$ cat src/rtl/message_writer_pkg.sv
// message_writer_pkg: sizes, blank code and FSM encoding shared with scroller and LED decoder
package message_writer_pkg;
    localparam int DEPTH  = 16;
    localparam int CHAR_W = 4;
    localparam int PTR_W  = $clog2(DEPTH + 1);
    localparam int IDX_W  = $clog2(DEPTH);
    localparam logic [CHAR_W-1:0] BLANK_CHAR = 4'hF;
    typedef enum logic {IDLE = 1'b0, COPY = 1'b1} state_t;
endpackage

$ cat src/rtl/message_writer.sv
// message_writer: handshake-loaded shadow buffer published one entry per cycle to the display bus
module message_writer
    import message_writer_pkg::*;
(
    input  logic                      clk,
    input  logic                      reset,
    input  logic                      wr_valid,
    input  logic [CHAR_W-1:0]         wr_char,
    output logic                      wr_ready,
    input  logic                      commit,
    input  logic                      clear,
    output logic [DEPTH*CHAR_W-1:0]   message,
    output logic [PTR_W-1:0]          msg_len,
    output logic                      busy,
    output logic                      overflow
);
    state_t             state, state_nx;
    logic [PTR_W-1:0]   wr_ptr;
    logic [IDX_W-1:0]   copy_idx;
    logic [CHAR_W-1:0]  shadow  [DEPTH];
    logic [CHAR_W-1:0]  display [DEPTH];
    logic               idle, wr_take, last;

    always_comb begin
        idle     = state == IDLE;
        busy     = state == COPY;
        wr_ready = idle && wr_ptr < PTR_W'(DEPTH);
        wr_take  = wr_valid && wr_ready && !clear;
        last     = busy && copy_idx == IDX_W'(DEPTH - 1);
        state_nx = idle ? ((commit && !clear) ? COPY : IDLE) : (last ? IDLE : COPY);
    end

    always_ff @(posedge clk or negedge reset) begin
        if (!reset) state <= IDLE;
        else        state <= state_nx;
    end

    always_ff @(posedge clk or negedge reset) begin
        if (!reset) begin
            for (int i = 0; i < DEPTH; i++) begin
                shadow[i]  <= BLANK_CHAR;
                display[i] <= BLANK_CHAR;
            end
            wr_ptr   <= '0;
            copy_idx <= '0;
            msg_len  <= '0;
            overflow <= 1'b0;
        end else begin
            if (wr_take) begin
                shadow[wr_ptr[IDX_W-1:0]] <= wr_char;
                wr_ptr                    <= wr_ptr + PTR_W'(1);
            end
            // clear wins over a concurrent write or commit
            if (idle && clear) begin
                wr_ptr   <= '0;
                overflow <= 1'b0;
            end else if (idle && wr_valid && !wr_ready) begin
                overflow <= 1'b1;
            end
            if (busy) begin
                display[copy_idx] <= ({1'b0, copy_idx} < wr_ptr) ? shadow[copy_idx] : BLANK_CHAR;
                copy_idx          <= copy_idx + IDX_W'(1);
            end
            if (last) begin
                msg_len  <= wr_ptr;
                wr_ptr   <= '0;
                overflow <= 1'b0;
            end
        end
    end

    for (genvar i = 0; i < DEPTH; i++) begin : g_msg
        assign message[CHAR_W*i +: CHAR_W] = display[i];
    end
endmodule
$ cat config.mk
export PLATFORM = sky130hd
export DESIGN_NAME = message_writer
export DESIGN_NICKNAME = d
export VERILOG_FILES = /design/src/rtl/message_writer_pkg.sv /design/src/rtl/message_writer.sv
export SDC_FILE = /design/constraint.sdc
export NUM_CORES = 1
export LEC_CHECK = 0
export ABC_AREA = 1
export ABC_CLOCK_PERIOD_IN_PS = 1800
export CAP_MARGIN = 30
export CORE_ASPECT_RATIO = 0.6
export CORE_MARGIN = 2
export CORE_UTILIZATION = 50
export DETAILED_ROUTE_END_ITERATION = 10
export PLACE_DENSITY = 0.81
export SLEW_MARGIN = 20
export SYNTH_ARGS = -nofsm -noshare
export SYNTH_HDL_FRONTEND = slang
export SYNTH_SLANG_ARGS = --single-unit
$ cat constraint.sdc
create_clock -name clk -period 1.8 [get_ports clk]
set_input_delay 0.36 -clock clk [delete_from_list [all_inputs] [get_ports clk]]
set_output_delay 0.36 -clock clk [all_outputs]
set_load 0.05 [all_outputs]
==> summary.log <==
[setup_path] delay of the slowest cell on the worst path 0.51 ns
[grt] global-route usage over all layers 27.5%
[power_and_ir_drop] leakage power total 4.20 nW
[detailed_routing] residual DRC count 0
[detailed_routing] Routed wire per std cell 18.1 um
[die] Die Height 93.7 um
[cells_and_area] synth-to-layout area growth 35.1%
[power_and_ir_drop] power density cells 2270 nW/um^2
[place] worst slack after detailed placement -0.0932 ns
[sta] Max Transition Viols Final 0
[cells_and_area] net count reported at finish 966
[setup_path] category of the critical setup timing path flop to flop
[clock_network] clock tree from TritonCTS yes
[detailed_routing] count of nets left with antenna violations after detail routing 0
[grt] first-pass GRT wire length 30.5 mm
[die] initial core utilization 51.7%
[die] Die Wd 153 um
[power_and_ir_drop] IR drop worst, VDD 0.00127 V
[place] Port Buffers 80
[die] boundary pin count 81
[die] total number of placement rows 32
[setup_path] crit start category flop
[detailed_routing] Total Routed Length 20.5 mm
[synthesis] Main synth FF type sky130_fd_sc_hd__dfstp_2
[setup_path] Arr. time, crit path 2.17 ns
[grt] antenna violations before repair 0
[sta] setup repair after global routing missed its margin yes
[run_status] failing checks setup timing
[job] Max-Cap Viols 0
[power_and_ir_drop] sum of internal, switching and leakage power 20.6 mW
[sta] shortest clock period the worst path allows after layout 1.81 ns
[grt] via count of the first global-routing pass 5890
[synthesis] Post-synth EDFFs 0
[worst_hold_path] min-delay worst type input port to asynchronous set/reset pin
[clock_network] clock tree root buffer cell sky130_fd_sc_hd__clkbuf_16
[sta] total of endpoints with negative setup slack in the final report 4
[sta] headroom to the max-slew limit 73.5%
[die] Die Outline Area 14400 sq um
[clock_network] Bufs on Longest Clock Path 2
[synthesis] post-synthesis cell count 801
[synthesis] post-synthesis register bit count 144
[place] HPWL after DPL 12.5 mm
[synthesis] Netlist cell types 27
[grt] total gr overflow 0
[detailed_routing] DRT Pass-1 Iters 6
[sta] clock skew after layout 0.0123 ns
[sta] Final TNS setup -0.0157 ns
[clock_network] count of clock tree sinks 144
[synthesis] mean post-synth cell area 8.37 sq um
[place] gp weighted congestion 0.876
[synthesis] syn_nets 821
[setup_path] highest net fanout along the worst path 16
[detailed_routing] number of vias per cell 5.43
[cells_and_area] antenna fix cells 0
[clock_network] clock latency on the worst-skew pair 0.43 ns
[setup_path] category of the worst setup path capture point flop
[detailed_routing] detailed-route via count 6131
[sta] Final Hold Viols 0
[setup_path] sequence of cells on the critical path buf_12, buf_6, nor2_4, nor2_2, nor2_4, nand2_2, buf_12, o21bai_1, nand2_1
[sta] final clock period utilization by the worst path 101%
[synthesis] proportion of synthesized chip area in sequential cells 56.2%
[run_status] run status finished, violations left
[synthesis] Synthesis Warnings 0
[detailed_routing] iteration-0 DRC count of the detailed router 673
[clock_network] total number of H-tree levels 4
[synthesis] fraction of registers with async set or reset after synthesis 100%
[setup_path] worst path required time 2.16 ns
[clock_network] CTS buffer count 17
[cells_and_area] share of final-layout standard cells stronger than drive strength 1 36.4%
[clock_network] Clk pin slew, worst setup/hold paths 0.07 ns
[sta] maximum clock frequency 552 MHz
[grt] maximum number of pins on one net before global-route repair 40
[sta] Least-Margin Pin Slew 0.395 ns
[setup_path] Slowest-stage cell, CP sky130_fd_sc_hd__dfrtp_2
[synthesis] netlist area before placement 6700 sq um
[die] placeable core region 13000 sq um
[sta] final worst setup slack -0.0106 ns
-- cells by family (layout without fill, tap and decap cells) --
family | count (synthesis) | in the layout | synth area share, %
buffers and inverters | 94 | 249 | 6.35
flip-flops | 144 | 144 | 56.2
XOR/XNOR | 4 | 4 | 0.523
AND/OR/NAND/NOR | 428 | 431 | 25.3
AO/OA/AOI/OAI | 120 | 120 | 9.60
adder cells (fa/ha/maj) | 11 | 11 | 2.05
-- where the power goes --
part / leakage (nW) / switching, mW / internal, mW
logic: 2.35 / 7.26 / 3.65
clock network: 0.312 / 1.45 / 2.44
registers: 1.54 / 0.837 / 4.94
total: 4.20 / 9.55 / 11.0
-- cell type report --
cell class	instances	area [sq um]
Fill cell	894	3920
Clock buffer	20	468
Multi-Input combinational cell	566	2720
Sequential cell	144	3770
Clock inverter	12	180
Timing Repair Buffer	144	1420
Timing Repair inverter	1	8.76
Tap cell	170	213
Inverter	72	285
-- metal layers --
layer	vias up	global-route usage (%)	part of all wire, %
met1	2878	39.9	44
met3	62	7.56	11
met4	0	8.18	2.6
met5	-	0	0
li1	2808	-	-
met2	383	40.5	43
-- registers in the layout, indices dropped and copies added (netlist names) --
signal / cells
busy: 1
copy_idx: 4
message: 64
msg_len: 5
overflow: 1
shadow: 64
wr_ptr: 5
-- synthesized netlist by cell type, types with 3 or more instances --
cell type                  count  share of area (%)
sky130_fd_sc_hd__a21oi_1       4               0.30
sky130_fd_sc_hd__buf_2         8               0.60
sky130_fd_sc_hd__buf_6         7                1.2
sky130_fd_sc_hd__clkbuf_1      5               0.28
sky130_fd_sc_hd__dfrtp_1      16                6.0
sky130_fd_sc_hd__dfstp_2     128                 50
sky130_fd_sc_hd__ha_1         11                2.1
sky130_fd_sc_hd__inv_1        65                3.6
sky130_fd_sc_hd__inv_2         6               0.34
sky130_fd_sc_hd__nand2_1     351                 20
sky130_fd_sc_hd__nand3_1      29                2.2
sky130_fd_sc_hd__nor2_1       37                2.1
sky130_fd_sc_hd__nor2_2        3               0.28
sky130_fd_sc_hd__o21ai_0      72                5.4
sky130_fd_sc_hd__o21ai_1      27                2.0
sky130_fd_sc_hd__o21bai_1     16                1.8
sky130_fd_sc_hd__xor2_1        4               0.52
-- metrics by stage --
stage	cell area, sq um	utilization, %	hold WS, ns	cells
global route	9050	69.8	0.464	1129
finish	9050	69.8	0.417	1129
floorplan	6710	-	0.0644	801
CTS	8760	67.5	0.431	1120
detailed placement	8080	62.3	0.298	1086
global placement	8080	62.3	0.297	1086
-- worst paths after layout --
path | slack (ns) | cells past startpoint | from | endpoint
worst min-delay path | 0.42 | 2 | reset | copy_idx[0]$_DFFE_PN0P_
min in group clk | 0.47 | 2 | message[9]$_DFFE_PN1P_ | message[9]$_DFFE_PN1P_
worst max-delay path | -0.01 | 9 | copy_idx[0]$_DFFE_PN0P_ | message[16]$_DFFE_PN1P_
worst max register to register | -0.01 | 9 | copy_idx[0]$_DFFE_PN0P_ | message[16]$_DFFE_PN1P_
worst min register to register | 0.47 | 2 | message[9]$_DFFE_PN1P_ | message[9]$_DFFE_PN1P_
max in group asynchronous | 0.71 | 3 | reset | message[52]$_DFFE_PN1P_
-- worst max-delay path: cells and delay by family, from the launching register on --
family	cells	cell delay [ns]
AND/OR/NAND/NOR	5	0.58
AO/OA/AOI/OAI	1	0.17
buffers and inverters	3	0.47
flip-flops	1	0.51
-- cell usage in the layout (no fill, tap or decap), types with 2 or more instances in the layout --
cell type,count
sky130_fd_sc_hd__o21bai_1,15
sky130_fd_sc_hd__xor2_1,4
sky130_fd_sc_hd__inv_2,12
sky130_fd_sc_hd__clkinvlp_4,2
sky130_fd_sc_hd__nor2_4,5
sky130_fd_sc_hd__buf_6,2
sky130_fd_sc_hd__nand2_4,2
sky130_fd_sc_hd__inv_6,2
sky130_fd_sc_hd__o21ai_0,64
sky130_fd_sc_hd__dfrtp_2,3
sky130_fd_sc_hd__clkbuf_16,19
sky130_fd_sc_hd__nand2_2,8
sky130_fd_sc_hd__o21ai_1,30
sky130_fd_sc_hd__nand2_8,2
sky130_fd_sc_hd__bufinv_16,4
sky130_fd_sc_hd__buf_4,109
sky130_fd_sc_hd__clkinv_2,2
sky130_fd_sc_hd__nand3_4,4
sky130_fd_sc_hd__dfstp_2,128
sky130_fd_sc_hd__nand3_2,2
sky130_fd_sc_hd__nor2_1,30
sky130_fd_sc_hd__a21oi_1,4
sky130_fd_sc_hd__nand2_1,344
sky130_fd_sc_hd__inv_1,58
sky130_fd_sc_hd__buf_12,22
sky130_fd_sc_hd__clkdlybuf4s50_1,7
sky130_fd_sc_hd__clkinv_4,3
sky130_fd_sc_hd__nand3_1,26
sky130_fd_sc_hd__buf_8,2
sky130_fd_sc_hd__nor2_2,5
sky130_fd_sc_hd__ha_4,2
sky130_fd_sc_hd__ha_1,9
sky130_fd_sc_hd__dfrtp_1,13
sky130_fd_sc_hd__o21ai_2,5
-- repair_timing --
action                     CTS  global route
setup endpoints to repair   21            74
hold buffers                 1             0
setup buffers                0             5
gates cloned                 1             4
gates resized for setup      4            57
pin swaps                    1            12
hold endpoints to repair     2             0
(Power assumes the default switching activity.)
==> patch 1: new RTL, same settings <==
The package constant `CHAR_W` goes from 4 to 6.
--- a/src/rtl/message_writer_pkg.sv
+++ b/src/rtl/message_writer_pkg.sv
@@ -2,5 +2,5 @@
 package message_writer_pkg;
     localparam int DEPTH  = 16;
-    localparam int CHAR_W = 4;
+    localparam int CHAR_W = 6;
     localparam int PTR_W  = $clog2(DEPTH + 1);
     localparam int IDX_W  = $clog2(DEPTH);
Ports: changed (resized message and wr_char); port bits go from 81 to 115. No check against the original RTL was run, so the function may have changed too.
==> patch 1 against the unedited design <==
Sequential cell count grew 64; largest cell class unchanged; the run still ends with setup timing left; synthesized area increased by 42%; clock power grew 19%; design area is 41% higher; count of clock-buffer cells in the layout up 8; clock skew barely moved; total power up 32%; worst hold slack worse by 0.048 ns; worst setup slack got worse by 0.055 ns; routed wire length rose by 44%.
==> patch 1: results (changes against the unedited design) <==
Status
  • Status: complete, but fails checks
  • Failing checks: setup timing

Yosys
  • Mapped Nets: 1,166 (+42%)
  • Post-synthesis sequential area ratio: 0.5652 (+0.003669)
  • Post-synth top cells: 468 x nand2_1, 141 x o21ai_0, 128 x dfstp_2, 85 x nand3_1, 83 x inv_1
  • Syn Area/Cell: 8.298 um2 (-0.84%)
  • Synth area leaders: dfstp_2 35%, dfrtp_1 21%, nand2_1 19%
  • Synth Flop Type: dfstp_2

Placed design
  • PortBufs: 114 (+43%)
  • Hpwl dp: 19.63 mm (+57%)
  • RD Place Congestion: 0.8833 (+0.83%)
  • Post-place instance area: 0.01174 mm2 (+45%)
  • DP Worst Slack: -0.1956 ns (-0.1025 ns)
  • Placed cells: 1,541 (+42%)

Clock network
  • Depth of the CTS H-tree: 1 (-3)
  • Max Root-Sink Buffers: 3 (+1)
  • Number of buffers created by CTS: 20 (+3)

Pwr
  • Leakage: 0.006028 uW (+43%)
  • Worst IR Drop VDD: 1.700 mV (+34%)

Worst setup path
  • R2R Path Start: wr_ptr[3]
  • Arrival time worst endpoint: 2.28 ns (+0.11 ns)
  • Worst-path maximum fanout: 7 (-9)
  • Worst R2R End: message[14]
  • Reg2Reg Depth: 11 (+2)

Finish
  • Seq Cell Count: 208 (+44%)
  • FILL cells: 1,321 (+48%)
  • Nonclk buf count: 217 (+51%)
  • NonClk Buf Share: 0.1845 (+0.02812)
  • Final non-filler cell total: 1,583 (+40%)
  • Share of post-route cells with drive strength above 1: 0.3179 (-0.04598)
  • Comb_multi_in: 792 (+40%)
  • Inverters, non-clock: 90 (+23%)
  • # nets final: 1,351 (+40%)
  • Clk cell area share: 0.05702 (-0.01455)
  • Register Area: 0.005368 mm2 (+42%)
  • Multi-input combinational area share: 0.2854 (-0.01457)

Timing
  • Relative slew slack: 0.7132 (-0.02222)
  • Final setup viols: 20 (+16)
  • Final worst slack: -0.06538 ns (-0.05480 ns)
  • Clock Skew: 0.01263 ns (+0.0003783 ns)

Global route
  • GR Util All Layers: 0.2870 (+0.01228)
  • Largest net degree at the start of global routing: 48 (+20%)
  • First-pass GRT wire length: 46.05 mm (+51%)
  • Vias in the first global route: 8,711 (+48%)

Detailed routing
  • Routed length per placed instance: 18.55 um (+2.4%)
  • DR iter-0 viols: 1,040 (+55%)
  • Via Count: 8,902 (+45%)

Floorplan
  • Die outline area: 0.02014 mm2 (+40%)
==> patch 1: worst max-delay path, stage by stage, from the launching register on <==
cell and delay (ns):
dfrtp_1 0.39, inv_2 0.08, ha_4 0.20, inv_2 0.07, nor2_4 0.04, nand3_1 0.14
nor2_2 0.06, nor2_4 0.18, nand2_1 0.13, buf_4 0.19, o21ai_2 0.18, nand2_1 0.10
==> patch 1: power breakdown <==
part	switching (uW)	internal (uW)	total [uW]
combinational	9440	5330	14800
clock	1850	2780	4630
sequential	1140	6580	7720
==> patch 1: what timing repair did <==
item | in CTS | in global routing
hold buffers | 1 | 0
buffers inserted | 1 | 3
gates cloned | 0 | 1
resized for setup | 16 | 64
pin swaps | 2 | 12
endpoints found under the hold margin | 14 | 0
endpoints found under the setup margin | 60 | 98
==> patch 1: cells by family after synthesis <==
kind of cell | after synthesis | synth area share
simple gates | 614 | 0.2604
flops | 208 | 0.5652
compound gates | 164 | 0.08646
buf+inv | 144 | 0.07065
fa+ha+maj | 11 | 0.01450
xor+xnor | 3 | 0.002768
==> patch 1: per-layer routing <==
| layer | vias to the layer above | part of all wire | track usage |
|---|---|---|---|
| met5 | - | 0 | 0 |
| met4 | 0 | 0.021 | 0.06613 |
| met3 | 71 | 0.12 | 0.07852 |
| met2 | 566 | 0.43 | 0.4194 |
| met1 | 4286 | 0.43 | 0.4267 |
| li1 | 3979 | - | - |
==> patch 1: metrics by stage <==
stage,setup TNS (ns),hold slack [ns],util
2_1_floorplan,0,0.06441,-
3_3_place_gp,-5.699,0.3310,0.6399
3_5_place_dp,-12.02,0.3347,0.6399
4_1_cts,-0.004744,0.3858,0.6827
5_1_grt,-5.684,0.4177,0.6934
6_report,-0.6215,0.3690,0.6934
==> patch 2: new RTL, same flow settings <==
Without the edit above. Reset style: synchronous (`reset`), changed in 2 clocked blocks.
--- a/src/rtl/message_writer.sv
+++ b/src/rtl/message_writer.sv
@@ -31,10 +31,10 @@
     end
 
-    always_ff @(posedge clk or negedge reset) begin
+    always_ff @(posedge clk) begin
         if (!reset) state <= IDLE;
         else        state <= state_nx;
     end
 
-    always_ff @(posedge clk or negedge reset) begin
+    always_ff @(posedge clk) begin
         if (!reset) begin
             for (int i = 0; i < DEPTH; i++) begin
Function: differs if reset is asserted again (counterexample within 4 cycles, from zero or initial values and one cycle with reset low); with reset held inactive, the same outputs for 10 cycles.
==> patch 2 against the unedited design <==
The flow still finishes with violations (setup timing); highest routed layer unchanged; final cell count decreased by 14%; die area grew 3.7%; count of clock-buffer cells in the layout decreased by 2; worst setup slack got worse by 0.044 ns; largest cell class unchanged; design area is 2.1% lower; synthesized area increased by 3.8%; routed wire length is 2.2% higher; sequential cell count grew 4; critical endpoint is now display[7][0]; critical path type unchanged; first-iteration DRC count up 8.8%.
Power is not compared: it rests on default switching activity, and its combinational part moved more than twofold at a synthesized area within 25%.
==> patch 2: results (changes against the unedited design) <==
Timing
  • Final setup viols: 23 (+19)
  • Clock Skew: 0.01380 ns (+0.001550 ns)
  • Relative slew slack: 0.5018 (-0.2336)
  • Final worst slack: -0.05465 ns (-0.04407 ns)

Placed design
  • Hpwl dp: 12.95 mm (+3.5%)
  • Placed cells: 931 (-14%)
  • DP Worst Slack: -0.3309 ns (-0.2378 ns)
  • Post-place instance area: 0.008036 mm2 (-0.59%)
  • RD Place Congestion: 0.9227 (+5.3%)

Yosys
  • Post-synthesis sequential area ratio: 0.6100 (+0.04845)
  • Syn Area/Cell: 10.66 um2 (+27%)
  • Post-synth ARST share: 0 (-1.000)
  • Post-synth top cells: 163 x nand2_1, 128 x edfxtp_1, 64 x inv_1, 62 x nand4_1, 37 x o21ai_0
  • Post-synth EDFFs: 128 (+128)
  • Distinct cells, synth: 31 (+15%)
  • Mapped Nets: 673 (-18%)
  • Synth Flop Type: edfxtp_1
  • Synth area leaders: edfxtp_1 55%, nand2_1 8.8%, dfxtp_1 5.8%

Detailed routing
  • DR iter-0 viols: 732 (+8.8%)
  • Via Count: 5,958 (-2.8%)
  • Length of the first detailed-routing pass in iterations: 5 (-1)
  • WL final: 20.90 mm (+2.2%)
  • Vias per cell: 6.111 (+13%)

Global route
  • Largest net degree at the start of global routing: 29 (-28%)
  • First-pass GRT wire length: 30.19 mm (-1.2%)
  • Vias in the first global route: 5,589 (-5.1%)
  • GR Util All Layers: 0.2730 (-0.001760)

Finish
  • # nets final: 807 (-16%)
  • Share of post-route cells with drive strength above 1: 0.3100 (-0.05392)
  • FILL cells: 963 (+7.7%)
  • Antenna cells: 0 (unchanged)

Worst setup path
  • Slowest-stage cell, CP: dfxtp_2
  • Max incr delay on CP: 0.41 ns (-0.10 ns)
  • Arrival time worst endpoint: 1.98 ns (-0.19 ns)
  • Reg2Reg Depth: 6 (-3)
  • R2R Path Start: copy_idx[1]
  • Worst Setup EP: display[7][0]
  • Worst-path maximum fanout: 7 (-9)

Status
  • Failing checks: setup timing
  • Status: complete, but fails checks

Clock network
  • Depth of the CTS H-tree: 4 (unchanged)

Hold path
  • Hold Crit Class: flop to flop
==> patch 2: changes by cell type in the layout (fill, tap and decap cells not counted), sizes merged, moves of 11 or more <==
cell and change:
nand2 -186, dfstp -128, dfxtp +20, edfxtp +128, o21bai -16, nand3 +13, a21oi +11, o21ai -61
dfrtp -16, nand4 +64
==> patch 2: worst min path at each step <==
| stage | from | endpoint | slack, ns |
|---|---|---|---|
| 3_5_place_dp | overflow | overflow | 0.52 |
| 3_3_place_gp | overflow | overflow | 0.49 |
| 2_1_floorplan | wr_ptr[1] | wr_ptr[1] | 0.49 |
| 4_1_cts | overflow | overflow | 0.54 |
| 6_report | overflow | overflow | 0.55 |
| 5_1_grt | msg_len[2] | msg_len[2] | 0.58 |
==> patch 2: through the flow <==
stage	setup TNS (ns)	hold slack, ns
6_report	-0.2425	0.5482
5_1_grt	-1.786	0.5766
4_1_cts	-0.6808	0.5426
3_5_place_dp	-47.58	0.5153
3_3_place_gp	-32.44	0.4906
2_1_floorplan	-2.293	0.4908
==> patch 2: timing repair <==
action	in CTS	in global routing
setup endpoints to repair	56	67
buffers inserted	1	5
cloned	2	5
pin swaps	0	26
resized for setup	6	24
==> patch 2: layout make-up <==
type	instances	area [um2]	area share
clock buffer	18	429.2	0.04843
clock inverter	14	128.9	0.01454
inverter	68	279.0	0.03149
multi-input combinational	404	2260	0.2550
sequential	148	4253	0.4799
tap	175	219.0	0.02471
timing repair buffer	148	1292	0.1459
==> patch 2: critical path: cells and delay by family (launching register included) <==
family	cells	cell delay [ns]
fa+ha+maj	1	0.23
simple gates	4	0.78
buf+inv	1	0.14
flops	1	0.41
==> patch 2: kinds of logic after synthesis <==
kind of cell / synth area share
AOI/OAI and AO/OA: 0.04442
xor gates and xnor gates: 0.002518
adders and majority gates: 0.01978
buffers and inverters: 0.07660
DFF: 0.6100
and+or+nand+nor: 0.2467
==> patch 2: per-layer routing <==
layer,global-route usage,vias to the layer above,routed length (um)
li1,-,2535,-
met1,0.3751,2849,8306
met2,0.4141,504,9406
met3,0.08182,70,2669
met4,0.1002,0,516
met5,0,-,0
==> patch 2: where the power goes <==
| part | total (uW) | switching (uW) | leakage [uW] | internal [uW] |
|---|---|---|---|---|
| Combinational | 724 | 467 | 0.00182 | 257 |
| Sequential | 3740 | 17.2 | 0.00104 | 3720 |
| Clock | 3380 | 1470 | 0.000263 | 1910 |
